[src/rtl/mips_ctrl_alu.sv]
// Decode-and-execute slice: main control, ALU control and a 32-bit ALU.
// The ALU result and zero flag are registered to form the EX/MEM boundary.
module mips_ctrl_alu #(
    parameter int W = 32
) (
    input  logic         clk,
    input  logic         reset,
    input  logic         flush,
    input  logic [5:0]   opcode,
    input  logic [5:0]   funct,
    input  logic [W-1:0] rs_data,
    input  logic [W-1:0] rt_data,
    input  logic [W-1:0] seimm,
    output logic         regdst,
    output logic         branch_eq,
    output logic         branch_ne,
    output logic         memread,
    output logic         memwrite,
    output logic         memtoreg,
    output logic         alusrc,
    output logic         regwrite,
    output logic         jump,
    output logic [1:0]   aluop,
    output logic [5:0]   aluctl,
    output logic [W-1:0] alu_out,
    output logic         zero,
    output logic [W-1:0] alu_out_q,
    output logic         zero_q
);

    localparam logic [5:0] OP_RTYPE = 6'b000000;
    localparam logic [5:0] OP_LW    = 6'b100011;
    localparam logic [5:0] OP_SW    = 6'b101011;
    localparam logic [5:0] OP_BEQ   = 6'b000100;
    localparam logic [5:0] OP_BNE   = 6'b000101;
    localparam logic [5:0] OP_ADDI  = 6'b001000;
    localparam logic [5:0] OP_J     = 6'b000010;

    localparam logic [5:0] CTL_AND = 6'd0;
    localparam logic [5:0] CTL_OR  = 6'd1;
    localparam logic [5:0] CTL_ADD = 6'd2;
    localparam logic [5:0] CTL_SUB = 6'd6;
    localparam logic [5:0] CTL_SLT = 6'd7;
    localparam logic [5:0] CTL_NOR = 6'd12;
    localparam logic [5:0] CTL_XOR = 6'd13;

    logic [W-1:0] w_b;

    // NOTE: every output gets a default before the case so no latch is inferred.
    always_comb begin
        regdst    = 1'b0;
        branch_eq = 1'b0;
        branch_ne = 1'b0;
        memread   = 1'b0;
        memwrite  = 1'b0;
        memtoreg  = 1'b0;
        alusrc    = 1'b0;
        regwrite  = 1'b0;
        jump      = 1'b0;
        aluop     = 2'b00;
        unique case (opcode)
            OP_RTYPE: begin regdst = 1'b1; regwrite = 1'b1; aluop = 2'b10; end
            OP_LW:    begin memread = 1'b1; memtoreg = 1'b1; alusrc = 1'b1; regwrite = 1'b1; end
            OP_SW:    begin memwrite = 1'b1; alusrc = 1'b1; end
            OP_BEQ:   begin branch_eq = 1'b1; aluop = 2'b01; end
            OP_BNE:   begin branch_ne = 1'b1; aluop = 2'b01; end
            OP_ADDI:  begin alusrc = 1'b1; regwrite = 1'b1; end
            OP_J:     jump = 1'b1;
            default:  ;
        endcase
    end

    always_comb begin
        aluctl = CTL_ADD;
        case (aluop)
            2'b01: aluctl = CTL_SUB;
            2'b10: begin
                case (funct)
                    6'b100010: aluctl = CTL_SUB;
                    6'b100100: aluctl = CTL_AND;
                    6'b100101: aluctl = CTL_OR;
                    6'b100110: aluctl = CTL_XOR;
                    6'b100111: aluctl = CTL_NOR;
                    6'b101010: aluctl = CTL_SLT;
                    default:   aluctl = CTL_ADD;
                endcase
            end
            default: aluctl = CTL_ADD;
        endcase
    end

    assign w_b = alusrc ? seimm : rt_data;

    always_comb begin
        alu_out = '0;
        case (aluctl)
            CTL_AND: alu_out = rs_data & w_b;
            CTL_OR:  alu_out = rs_data | w_b;
            CTL_ADD: alu_out = rs_data + w_b;
            CTL_SUB: alu_out = rs_data - w_b;
            CTL_SLT: alu_out = {{(W-1){1'b0}}, ($signed(rs_data) < $signed(w_b))};
            CTL_NOR: alu_out = ~(rs_data | w_b);
            CTL_XOR: alu_out = rs_data ^ w_b;
            default: alu_out = '0;
        endcase
    end

    assign zero = (alu_out == '0);

    // NOTE: sequential state uses non-blocking assignments only.
    always_ff @(posedge clk or negedge reset) begin
        if (!reset) begin
            alu_out_q <= '0;
            zero_q    <= 1'b0;
        end else if (flush) begin
            alu_out_q <= '0;
            zero_q    <= 1'b0;
        end else begin
            alu_out_q <= alu_out;
            zero_q    <= zero;
        end
    end

endmodule

[config.mk]
export PLATFORM = sky130hd
export DESIGN_NAME = mips_ctrl_alu
export DESIGN_NICKNAME = d
export VERILOG_FILES = /design/src/rtl/mips_ctrl_alu.sv
export SDC_FILE = /design/constraint.sdc
export NUM_CORES = 1
export LEC_CHECK = 0
export ABC_AREA = 1
export CAP_MARGIN = 40
export CORE_UTILIZATION = 54
export DETAILED_ROUTE_END_ITERATION = 16
export HOLD_SLACK_MARGIN = 0.03
export PLACE_DENSITY_LB_ADDON = 0.3
export SLEW_MARGIN = 20
export SYNTH_ARGS = -nofsm -noshare
export SYNTH_HDL_FRONTEND = slang
export SYNTH_SLANG_ARGS = --single-unit
[constraint.sdc]
create_clock -name clk -period 4.4 [get_ports clk]
set_input_delay 0.44 -clock clk [delete_from_list [all_inputs] [get_ports clk]]
set_output_delay 0.44 -clock clk [all_outputs]
set_load 0.02 [all_outputs]
==> results of run 1 <==
==> synthesized netlist by cell type (all sizes together) <==
cell and count:
a21boi 1, a21o 2, a21oi 40, a31oi 7
and2 3, and3 2, buf 45, clkbuf 11
conb 1, dfrtp 33, fa 2, ha 102
inv 433, mux2i 3, nand2 630, nand3 170
nand3b 5, nand4 33, nor2 181, nor3 22
nor3b 1, o21ai 65, o21bai 5, o22ai 2
or2 3, xnor2 1, xor2 11
==> logic make-up after synthesis <==
kind of cell,synth area share (%)
XOR/XNOR,1.12
adder cells (fa/ha/maj),14.1
multiplexers,0.321
flip-flops,8.83
AND/OR/NAND/NOR,47.8
AO/OA/AOI/OAI,6.86
buffers and inverters,20.9
other,0.0401
==> metrics by stage <==
step / setup TNS [ns] / cell area (sq um) / setup slack [ns] / hold WS [ns]
CTS: -0.0769 / 14600 / -0.0769 / 0.572
detailed placement: -16.63 / 13700 / -1.01 / 0.866
global placement: -13.28 / 13600 / -0.903 / 0.850
floorplan: 0 / 9360 / 0.0727 / 0.144
==> per-layer routing <==
metal | global-route usage (%) | GRT overflow
met4 | 123 | 429
met5 | 64.2 | 10
met2 | 168 | 2380
met1 | 94.9 | 78
met3 | 83.1 | 59
==> what timing repair did <==
action | CTS
buffers inserted | 21
resized for setup | 174
gates cloned | 4
endpoints found under the setup margin | 33
pin swaps | 18
hold buffers | 0
==> results.md, run 1 <==
- Row generation in the floorplan step produced 47 rows.
- The die is 134 um tall.
- The largest net degree at the start of global routing is 34.
- Dividing the synthesized area by the synthesized cell count gives 5.16 sq um.
- The stage where the run ended is global routing.
- Buffers placed on the I/O ports in this run total 191.
- The initial core utilization is about 56%.
- The first error in the log reads "[ERROR GRT-0232] Routing congestion too high. Check the congestion heatmap in the GUI".
- The gate count of the mapped netlist is 1814.
- The number of clock buffers inserted by TritonCTS is 5.
- The total placed cells including tap cells is about 2.5k.
- The number of sinks on the clock net is 33.
- The top cell type's share of synthesized area is 25.0%.
- Of the synthesized area, sequential elements account for 8.83%.
- The flow did not finish.
- For this run, the number of Yosys warnings is 0.
- In this run the clock root is driven by a clkbuf_16.
- The global-route usage over all layers is 116%.
- Yosys attributes the largest share of cell area to nand2_1 (25%), inv_1 (17%), ha_1 (14%), dfrtp_1 (8.8%), nand3_1 (8.7%).
- The cell type contributing the most total cell area after synthesis is nand2_1.
- Counting along the longest clock path gives a buffer depth of 2.
- The residual overflow from global routing is 2956.
- The register bit count reported by yosys is 33.
- The kind of the worst endpoint is a primary output.
- The global placement routability congestion is 1.13.
- In this run the number of H-tree levels came out at 2.
- The worst-slack endpoint at the end of global-route timing repair is zero.
- The area of the mapped netlist is 9350 sq um.
- The HPWL after detailed placement is roughly 36000 um.
- In this run, distinct cell masters in the synthesized netlist total 40.
- The die is between 100 and 150 um wide.
- The I/O pin count is a little under 200.
==> run 2: changes to the inputs <==
CORE_UTILIZATION = 40   (was 54)
HOLD_SLACK_MARGIN = unset   (was 0.03)
PLACE_DENSITY_LB_ADDON = 0.15   (was 0.3)
==> results.md, run 2 <==
- The largest net degree at the start of global routing is 34.
- For this block, the initial DRC count from the detailed router was 1022.
- The highest clock rate is 234 MHz.
- The number of H-tree branching levels is 2 (unchanged).
- The final route contains approximately 13k vias.
- The maximum cell stage delay along the critical path is 0.36 ns.
- The reported max-cap violation count is 0.
- The top cell type's share of synthesized area is 25.0% (unchanged).
- The largest fanout on the critical path is 9.
- The share of total power dissipated in combinational logic is 76.7%.
- The register bit count reported by yosys was 33 (unchanged).
- The final core utilization is 69.3%.
- The wire length of the first global-routing pass is roughly 65000 um.
- Together, buffers and inverters on the worst path number 10.
- The standard-cell row count is 55 (was 47).
- The library cells used most frequently in the layout, excluding fill and tap cells, are nand2_1 (564), inv_1 (397), buf_4 (355), clkdlybuf4s50_1 (152), nand3_1 (132).
- Result of the run: finished clean (was aborted with a tool error).
- The slowest library cell on the worst path is nor2_1.
- The data arrival time of the critical path is 3.83 ns.
- The filler cell count is roughly 2.1k.
- In this design, the critical path's most frequently occurring cell is buf_4.
- Top cells by count, synth: nand2_1 (623), inv_1 (428), nand3_1 (163) (unchanged).
- The detailed-routing iteration count for the pre-antenna-repair pass is 5.
- Cell internal power was estimated by the tool at 1.58 mW.
- The via count of the first global-routing pass came to 12.2k.
- The quantity of I/O buffers inserted on ports is 191 (unchanged).
- Leading cell types by total area after synthesis: nand2_1 (25%), inv_1 (17%), ha_1 (14%), dfrtp_1 (8.8%), nand3_1 (8.7%) (unchanged).
- For the pin with the worst max-slew slack, the measured transition is 0.507 ns.
- The area growth from synthesis to layout is 68.7%.
- The initial core utilization is 41.1% (was 55.8%).
- The cell type contributing the most total cell area after synthesis is nand2_1 (unchanged).
- The sort of element at the start of the critical path is a primary input.
- The antenna diode count is 0.
- The number of routed nets with antenna violations is 0.
- The number of antenna violations at the first check in global routing came to 0.
- The completed layout was analyzed and its total power is 2.95 mW.
- The required time at the worst-slack endpoint is 3.96 ns.
- The depth of the critical timing path with buffers and inverters included is 26.
- Summed over all layers, the global routing overflow is 0.
- The type of element capturing the critical path is an output port.
- The kind of path behind the tightest hold check is primary input to async pin.
- The number of sinks on the clock net is 33 (unchanged).
- After detailed routing, the number of vias per cell comes to 4.91.
- met2 is the most crowded layer.
- The area of combinational cells with multiple inputs is slightly below 8000 sq um.
- The smallest clock period supported by the final layout is computed as 4.27 ns.
- The library cell used most frequently in the layout, excluding fill and tap cells, is nand2_1.
- The leakage power figure is 8.84 nW.
- The global placement routability congestion is 1.03 (was 1.13).
- The average cell area after synthesis is 5.16 sq um (unchanged).
- The post-route DRC violation count is 0.
- Global routing used 35.3% of the available tracks.
- The worst slew slack as a fraction of its limit is 66.1%.
- Across the VDD grid, the largest voltage drop is 0.293 mV.
- The I/O pin count came to 194 (unchanged).
- The post-route netlist has 30.3% of its cells at a drive strength greater than 1.
- The number of synthesis warnings is 0 (unchanged).
- The number of clock buffers inserted by TritonCTS is 5 (unchanged).
- The finished layout cell area is around 16000 sq um.
- The number of failing setup endpoints in the final timing report is 0.
- The met3 track demand over resource in global routing is 5.21%.
- The total wirelength of the detailed-routed design is between 40000 and 50000 um.
- The largest registers in the layout are alu_out_q: 32 flops, zero_q: 1 flops.
- The most instantiated library cell after synthesis is nand2_1 (unchanged).
- The routed wire length per instance is ~16 um.
- The core region is 22800 sq um.
- The number of distinct standard cells referenced by the synthesized netlist is 40 (unchanged).
- Across the whole layout, storage elements account for approximately 830 sq um.
- For this design the ratio of total power to cell area is about 190 nW/um^2.
- The vertical die dimension is 155 um (was 134 um).
- In this run the power spent charging and discharging nets is 1.37 mW.
- The clock root buffer is clkbuf_16 (unchanged).
- The fraction of met1 tracks used by global routing is between 40% and 50%.
- The maximum clock path buffer count came to 2 (unchanged).
- The share of async-settable or async-resettable flops after synthesis is 100% (unchanged).
- The CTS clock-pin slew for the worst setup and hold paths is 0.05 ns.
- The instance area after placement is 14100 sq um (was 13700 sq um).
- The top register by number of flip-flops is alu_out_q.
- Global routing used 56.7% of the available met2 tracks.
- The number of hold-slack violations in the final timing report is 0.
- The register area share after synthesis is 8.83% (unchanged).
- The flip-flop count of the largest register, all copies and words added is 32.
- The total count of max-transition violations in the final report is 0.
- The final critical path takes up 97.1% of the cycle.
- The area of the mapped netlist is 9350 sq um (unchanged).
- The cell family contributing the most delay on the critical path is simple AND/OR/NAND/NOR gates.
- Net switching is between 40% and 50% of the power.
- The TritonCTS clock tree is yes.
- The gate count of the mapped netlist came to 1814 (unchanged).
- The die covers 24000 sq um.
- The cts-stage hold buffer count is 0 (unchanged).
- The dominant synthesized flop cell is dfrtp_1 (unchanged).
- The final HPWL from detailed placement is 35800 um (was 36000 um).
- The number of enable-type register cells in the synthesized netlist was 0 (unchanged).
- The final layout contains 2554 nets.
- The critical path in this run is classified as primary input to output port.
- The clock network is responsible for 11.4% of the overall power.
- The die boundary width is 155 um (was 134 um).
- On the final layout, the worst hold slack is 0.564 ns.
- In this run, flip-flops and latches consume 11.9% of the power.
[run 2: cell families after synthesis]
| logic type | Yosys count | share of synthesized area [%] |
|---|---|---|
| multiplexers | 3 | 0.321 |
| flip-flops | 33 | 8.83 |
| buffers and inverters | 489 | 20.9 |
| adder cells (fa/ha/maj) | 104 | 14.1 |
| other | 1 | 0.0401 |
| XOR/XNOR | 12 | 1.12 |
| AO/OA/AOI/OAI | 122 | 6.86 |
| AND/OR/NAND/NOR | 1050 | 47.8 |
[run 2: layout make-up]
cell class,count,share of cell area [%]
timing repair buffer,573,31.8
multi-input combinational,1293,49.2
inverter,433,10.4
tap,313,2.48
sequential,33,5.23
clock buffer,7,0.904
[run 2: power groups by stage]
stage / logic (mW) / clock network, mW / registers (mW)
after floorplan: 0.892 / 0 / 0.410
after global placement: 1.97 / 0 / 0.356
after detailed placement: 1.99 / 0 / 0.357
after CTS: 2.08 / 0.343 / 0.352
after global routing: 2.43 / 0.349 / 0.354
final: 2.26 / 0.337 / 0.351
[run 2: how the worst max path moves through the flow]
stage	from	end	slack, ns
2_1_floorplan	opcode[5]	zero	0.07
3_3_place_gp	opcode[1]	zero	-0.89
3_5_place_dp	opcode[5]	zero	-0.98
4_1_cts	opcode[1]	zero	-0.37
5_1_grt	opcode[4]	zero	-0.07
6_report	opcode[4]	zero	0.13
[run 2: stage by stage]
step                      setup TNS, ns  worst slack (ns)  instances
final                                 0             0.127       2652
after global routing            -0.0801           -0.0745       2652
after floorplan                       0            0.0727       1815
after detailed placement         -15.80            -0.983       2607
after CTS                         -1.43            -0.367       2635
after global placement           -15.45            -0.889       2605
[run 2: repair_timing]
item                                    in CTS  in global routing
endpoints found under the setup margin      33                 33
hold endpoints to repair                     0                  0
pin swaps                                   15                 67
gates resized for setup                    206                221
gates cloned                                 3                  0
buffers inserted                            18                 19
[run 2: layer usage]
metal  up-vias  part of all wire (%)
met1      5836                    43
met3        63                    10
met2       649                    43
met5         -                     0
met4         0                   3.2
li1       6481                     -
Power figures use the tool's default switching activity.
